===== config.mk =====
export PLATFORM = sky130hd
export DESIGN_NAME = host_mem_loader
export DESIGN_NICKNAME = d
export VERILOG_FILES = /design/src/rtl/host_mem_loader.sv
export SDC_FILE = /design/constraint.sdc
export NUM_CORES = 1
export LEC_CHECK = 0
export CAP_MARGIN = 40
export CORE_MARGIN = 4
export CORE_UTILIZATION = 49
export DETAILED_ROUTE_END_ITERATION = 8
export PLACE_DENSITY_LB_ADDON = 0.1
export SLEW_MARGIN = 20
export SYNTH_ARGS = -nofsm -noshare
export SYNTH_HDL_FRONTEND = slang
export SYNTH_SLANG_ARGS = --single-unit

===== constraint.sdc =====
create_clock -name clk -period 4.8 [get_ports clk]
set_input_delay 0.96 -clock clk [delete_from_list [all_inputs] [get_ports clk]]
set_output_delay 0.96 -clock clk [all_outputs]
set_load 0.005 [all_outputs]

===== src/rtl/host_mem_loader.sv =====
// Host command engine: bulk-loads imem/dmem from a valid/ready word stream,
// reads dmem back over a response channel, and owns the core's reset line.
module host_mem_loader #(
   parameter int IMEM_AW     = 9,
   parameter int DMEM_AW     = 8,
   parameter int LEN_W       = 10,
   parameter int DMEM_RD_LAT = 1
) (
   input  logic               clk,
   input  logic               rst,
   input  logic               cmd_valid,
   output logic               cmd_ready,
   input  logic [31:0]        cmd_data,
   output logic               resp_valid,
   input  logic               resp_ready,
   output logic [31:0]        resp_data,
   output logic               busy,
   output logic               cpu_rst,
   output logic               write_to_imem,
   output logic [IMEM_AW-1:0] addr_imem_host,
   output logic [31:0]        data_imem_host,
   output logic               write_to_dmem,
   output logic [DMEM_AW-1:0] addr_dmem_host,
   output logic [31:0]        data_dmem_host,
   output logic               read_req_dmem,
   input  logic [31:0]        data_out_dmem
);

   localparam logic [2:0] S_IDLE    = 3'd0;
   localparam logic [2:0] S_LOAD    = 3'd1;
   localparam logic [2:0] S_RD_REQ  = 3'd2;
   localparam logic [2:0] S_RD_WAIT = 3'd3;
   localparam logic [2:0] S_RD_RESP = 3'd4;

   localparam logic [1:0] OP_LOAD_IMEM = 2'b00;
   localparam logic [1:0] OP_READ_DMEM = 2'b10;
   localparam logic [1:0] OP_RUN       = 2'b11;

   localparam logic [2:0]       RD_LAT  = 3'(DMEM_RD_LAT);
   localparam logic [LEN_W-1:0] CNT_ONE = LEN_W'(1);

   logic [2:0]         r_state;
   logic [1:0]         r_op;
   logic [IMEM_AW-1:0] r_addr;
   logic [LEN_W-1:0]   r_cnt;
   logic [2:0]         r_lat;
   logic               r_cpu_rst;
   logic               r_wr_imem;
   logic [IMEM_AW-1:0] r_addr_imem;
   logic [31:0]        r_data_imem;
   logic               r_wr_dmem;
   logic [DMEM_AW-1:0] r_addr_dmem;
   logic [31:0]        r_data_dmem;
   logic               r_rd_req;
   logic               r_resp_valid;
   logic [31:0]        r_resp_data;

   logic               w_cmd_fire;
   logic               w_resp_fire;
   logic [1:0]         w_hdr_op;
   logic [LEN_W-1:0]   w_hdr_len;
   logic               w_unused;

   assign w_hdr_op    = cmd_data[31:30];
   assign w_hdr_len   = cmd_data[16+LEN_W-1:16];
   assign cmd_ready   = !rst && (r_state == S_IDLE || r_state == S_LOAD);
   assign w_cmd_fire  = cmd_valid && cmd_ready;
   assign w_resp_fire = r_resp_valid && resp_ready;
   // Reserved header bits are deliberately ignored.
   assign w_unused    = &{1'b0, cmd_data[29:16+LEN_W], cmd_data[15:IMEM_AW]};

   // NOTE: every register here is written with <= so all of them see the
   // pre-edge values of each other, exactly like the flops they become.
   always_ff @(posedge clk) begin
      if (rst) begin
         r_state      <= S_IDLE;
         r_op         <= OP_LOAD_IMEM;
         r_addr       <= '0;
         r_cnt        <= '0;
         r_lat        <= '0;
         r_cpu_rst    <= 1'b1;
         r_wr_imem    <= 1'b0;
         r_addr_imem  <= '0;
         r_data_imem  <= '0;
         r_wr_dmem    <= 1'b0;
         r_addr_dmem  <= '0;
         r_data_dmem  <= '0;
         r_rd_req     <= 1'b0;
         r_resp_valid <= 1'b0;
         r_resp_data  <= '0;
      end else begin
         r_wr_imem <= 1'b0;
         r_wr_dmem <= 1'b0;
         r_rd_req  <= 1'b0;
         case (r_state)
            S_IDLE: begin
               if (w_cmd_fire) begin
                  if (w_hdr_op == OP_RUN) begin
                     r_cpu_rst <= ~cmd_data[0];
                  end else begin
                     r_cpu_rst <= 1'b1;
                     r_op      <= w_hdr_op;
                     r_addr    <= cmd_data[IMEM_AW-1:0];
                     r_cnt     <= w_hdr_len;
                     if (w_hdr_len != '0)
                        r_state <= (w_hdr_op == OP_READ_DMEM) ? S_RD_REQ : S_LOAD;
                  end
               end
            end
            S_LOAD: begin
               if (w_cmd_fire) begin
                  if (r_op == OP_LOAD_IMEM) begin
                     r_wr_imem   <= 1'b1;
                     r_addr_imem <= r_addr;
                     r_data_imem <= cmd_data;
                  end else begin
                     r_wr_dmem   <= 1'b1;
                     r_addr_dmem <= r_addr[DMEM_AW-1:0];
                     r_data_dmem <= cmd_data;
                  end
                  // Wraps at 2^IMEM_AW; dmem only sees the low bits, so it wraps too.
                  r_addr <= r_addr + 1'b1;
                  r_cnt  <= r_cnt - 1'b1;
                  if (r_cnt == CNT_ONE)
                     r_state <= S_IDLE;
               end
            end
            S_RD_REQ: begin
               r_rd_req    <= 1'b1;
               r_addr_dmem <= r_addr[DMEM_AW-1:0];
               r_lat       <= '0;
               r_state     <= S_RD_WAIT;
            end
            S_RD_WAIT: begin
               // r_lat reaches RD_LAT in the cycle the memory data is valid.
               if (r_lat == RD_LAT) begin
                  r_resp_data  <= data_out_dmem;
                  r_resp_valid <= 1'b1;
                  r_state      <= S_RD_RESP;
               end else begin
                  r_lat <= r_lat + 1'b1;
               end
            end
            S_RD_RESP: begin
               if (w_resp_fire) begin
                  r_resp_valid <= 1'b0;
                  r_addr       <= r_addr + 1'b1;
                  r_cnt        <= r_cnt - 1'b1;
                  r_state      <= (r_cnt == CNT_ONE) ? S_IDLE : S_RD_REQ;
               end
            end
            default: r_state <= S_IDLE;
         endcase
      end
   end

   assign busy           = (r_state != S_IDLE);
   assign cpu_rst        = r_cpu_rst;
   assign write_to_imem  = r_wr_imem;
   assign addr_imem_host = r_addr_imem;
   assign data_imem_host = r_data_imem;
   assign write_to_dmem  = r_wr_dmem;
   assign addr_dmem_host = r_addr_dmem;
   assign data_dmem_host = r_data_dmem;
   assign read_req_dmem  = r_rd_req;
   assign resp_valid     = r_resp_valid;
   assign resp_data      = r_resp_data;

endmodule


[Word level (Yosys, flattened, before mapping)]
Cells that the tools add are included.
Storage, ports and cells
  logic and storage cells: 96
  register bits after elaboration: 145
  bits of input ports: 68
  output and inout bits: 120
Cells by class
  bitwise operators: 5
  reduce and logical (&&, ||, !) cells: 24
  multiplexer cells: 32
  equality and inequality tests: 17
  add/subtract/negate cells: 3
Operator list (count)
  $mux 10: 4
  $mux 9: 4
  $pmux 10 s3: 1
  $pmux 9 s3: 1
  $mux 3: 8
  $mux 8: 2
  $pmux 8 s2: 1
  $pmux 3 s5: 1
  $reduce_and 3->1: 5
  $ne 2x2->1 const B: 7
  $eq 10x1->1 const B: 1
  $reduce_bool 10->1: 1
  $sub 10x1->10 const B: 1
  $add 9x1->9 const B: 1
  $reduce_and 7->1: 1
  $eq 3x1->1 const B: 2
  $eq 3x2->1 const B: 2
  $mux 1: 6
  $pmux 3 s2: 1
  $reduce_and 2->1: 3
  $reduce_bool 2->1: 3
  $reduce_bool 3->1: 2
  $not 1->1: 5
  $reduce_and 5->1: 1
  12 further kinds: 17

[Longest topological paths before layout]
  depth after elaboration: 6
  mapped depth: 8
  gate-level depth less buffers: 7

[Worst setup path after synthesis]
No wires, ideal clock.
  kind: input -> output
  from: in rst
  to: out cmd_ready
  path slack: 2273 ps
  stages: 3
  buffers on the path: 2
  data required time: 3840 ps
  data arrival time: 1567 ps
  cell sequence: clkbuf_1 -> clkbuf_1 -> nor3_1
Between the ends
  cells in the longest elaborated chain, start to end: 2
Ends and longest elaborated chain
  start: declaration: RTL line 10  | input logic rst,
  $logic_not 1->1: RTL line 66  | assign cmd_ready = !rst && (r_state == S_IDLE || r_state == S_LOAD);
  $logic_and 1x1->1: RTL line 66
  end: declaration: RTL line 12  | output logic cmd_ready,
No other way between the ends.

[Worst setup path in the final report]
Ends and elaborated chain as after synthesis.

==> flow_summary_export.csv <==
group,metric,value,unit
status,status,"complete, no violations",
cts,htreeDepth,4,
sta,drv_slew,0,
sta,hold_ws,0.451,ns
finish,fin_nets,971,
cts,cts_buffers,17,
route,antenna_left,0,
finish,antenna_cells,0,
cts,hold_buffers,0,
setup_path,endpoint_kind,"output port",
route,vias,5652,
sta,clock_skew,0.00586,ns
cts,clk_transition_reported_paths,0.05,ns
route,wl,16.0,mm
cts,ctsResizeCount,0,
sta,rsz0062_at_grt,"false",
power_and_ir_drop,p_leak,2.83,nW
route,dr.pass1.iters,6,
synthesis,ys_seq_area_frac,0.507,
placed_design,dpl.cell_count,1021,
die,coreArea,11400,um^2
sta,hold_violations,0,
setup_path,crit_type,"primary input to output port",
finish,fin_cells,1054,
route,drtIter0Drc,389,
cts,clk_path_buf_depth,2,
synthesis,syn_nets,808,
synthesis,syn_area_per_cell,7.79,um^2
cts,clockRootBuffer,"clkbuf_16",
finish,utilization,0.719,
global_routing,grt_pass1_vias,5573,
finish,area_delta_synth_final,43.4,%
global_routing,overflow,0,
synthesis,yosysUniqueCellTypes,44,
sta,max_freq,331,MHz
die,fp.dieW,116,um
sta,tns,0,ns
global_routing,grt_first_pass_wirelength,26.2,mm
synthesis,synthCells,735,
synthesis,ys.flop_type,"dfxtp_1",
die,dieArea,13500,um^2
synthesis,ys_warn_count,0,
setup_path,worstPathRequired,3.84,ns
setup_path,critPathMaxFanout,62,
route,drc,0,
synthesis,synthesis.area,5720,um^2
cts,insertion_delay,0.42,ns
cts,cts_setup_buffers,0,
route,wl_per_cell,15.2,um
global_routing,grt_usage,0.244,
placed_design,io_buffer_count,187,
hold_path,hp-class,"register to register",
die,io_pins,188,
route,via_per_inst,5.36,
die,rows,39,
synthesis,synth_edf_count,0,
placed_design,place.gp.congestion,0.853,
power_and_ir_drop,peakVddDrop,0.279,mV
synthesis,synthArstFlopShare,0,
sta,timing.final.crit_share,0.629,
finish,drive_gt1_frac,0.0428,
synthesis,yosys_register_bits,145,
cts,cts_tree,"done",
placed_design,dpl.hpwl,11.0,mm
die,initial_core_util,0.501,
power_and_ir_drop,p_per_area,336,nW/um^2
setup_path,start_kind,"primary input",
sta,worstMarginPinSlew,0.759,ns
global_routing,antenna_found_initial,0,
job,max_cap_viol_count,0,
setup_path,cp.arrival,2.06,ns
sta,setup_viol,0,
cts,clock_sinks,145,
sta,finalCriticalPeriod,3.02,ns
sta,slew_headroom,0.494,
global_routing,grt_max_degree,86,
die,die_h,116,um
[critical path, stage by stage]
cell and delay (ns):
buf_4 0.50, nor3_1 0.09, clkdlybuf4s50_1 0.50
[cell families after synthesis]
kind of cell | share of synthesized area
compound gates | 0.172
flops | 0.507
simple gates | 0.248
fa+ha+maj | 0.0109
mux | 0.0157
buf+inv | 0.0415
xor+xnor | 0.00459
[path summary, 6_finish.rpt]
check / startpoint / end / slack, ns / cells after the start
max: rst / cmd_ready / 1.78 / 3
max reg2reg: r_state[0] / data_dmem_host[12] / 2.45 / 6
min: resp_data[20] / resp_data[20] / 0.45 / 2
min reg2reg: resp_data[20] / resp_data[20] / 0.45 / 2
[metrics by stage]
stage	worst slack, ns	power, W	instance area, um^2
final	1.78	0.00276	8210
after detailed placement	1.61	0.00156	7630
after global routing	1.69	0.00286	8210
after CTS	1.77	0.00277	8180
after global placement	1.76	0.00154	7600
after floorplan	2.27	0.00142	5720
[registers in the layout, summed over array words and instances (netlist names)]
name            cells
r_state             3
resp_valid          1
cpu_rst             1
r_op                2
r_lat               3
data_imem_host     32
r_addr              9
write_to_imem       1
write_to_dmem       1
read_req_dmem       1
r_cnt              10
addr_imem_host      9
resp_data          32
addr_dmem_host      8
data_dmem_host     32
[Yosys cell counts (all sizes together) (2+ instances only)]
cell type | instances | share of area
a21oi | 133 | 0.12
dfxtp | 145 | 0.51
nor3 | 10 | 0.0087
and3 | 2 | 0.0022
a31oi | 3 | 0.0033
o21ai | 15 | 0.013
clkbuf | 39 | 0.026
nand2b | 8 | 0.0087
xnor2 | 2 | 0.0031
a311oi | 2 | 0.0031
o21a | 3 | 0.0039
ha | 5 | 0.011
nor2b | 4 | 0.0044
mux2i | 9 | 0.016
o21ba | 4 | 0.0070
or2 | 2 | 0.0022
nor4 | 6 | 0.0066
and2 | 7 | 0.0077
inv | 6 | 0.0039
nand3 | 10 | 0.0087
nand4 | 3 | 0.0033
nand3b | 3 | 0.0039
nand2 | 240 | 0.16
a21o | 6 | 0.0079
a21boi | 4 | 0.0052
o31a | 2 | 0.0031
or3 | 7 | 0.0077
buf | 11 | 0.011
nor2 | 33 | 0.022
[final cells by class]
type / count / area [um^2]
Sequential cell: 145 / 2900
Clock inverter: 6 / 55.1
Multi-Input combinational cell: 533 / 2600
Inverter: 7 / 26.3
Tap cell: 143 / 179
Fill cell: 943 / 3210
Clock buffer: 26 / 489
Timing Repair Buffer: 194 / 1950
[report_power, final]
group / switching, W / internal [W]
sequential: 0.0000254 / 0.00123
clock: 0.000472 / 0.000749
combinational: 0.000147 / 0.000134
[routing by layer]
metal,vias up,wire length (um),global-route usage
met2,211,7720,0.406
li1,2771,-,-
met4,0,355,0.104
met1,2637,6480,0.284
met3,33,1470,0.0903
met5,-,0,0
[cells in the final DEF, fill, tap and decap left out, drive strengths merged, types with 4 or more instances in the layout]
cell type / n
a21boi: 4
a21o: 6
a21oi: 133
and2: 7
buf: 8
clkbuf: 26
clkdlybuf4s50: 186
clkinv: 6
dfxtp: 145
ha: 5
inv: 6
mux2i: 9
nand2: 240
nand2b: 8
nand3: 10
nor2: 33
nor2b: 4
nor3: 10
nor4: 6
o21ai: 15
o21ba: 4
or3: 7
Power figures use the tool's default switching activity.
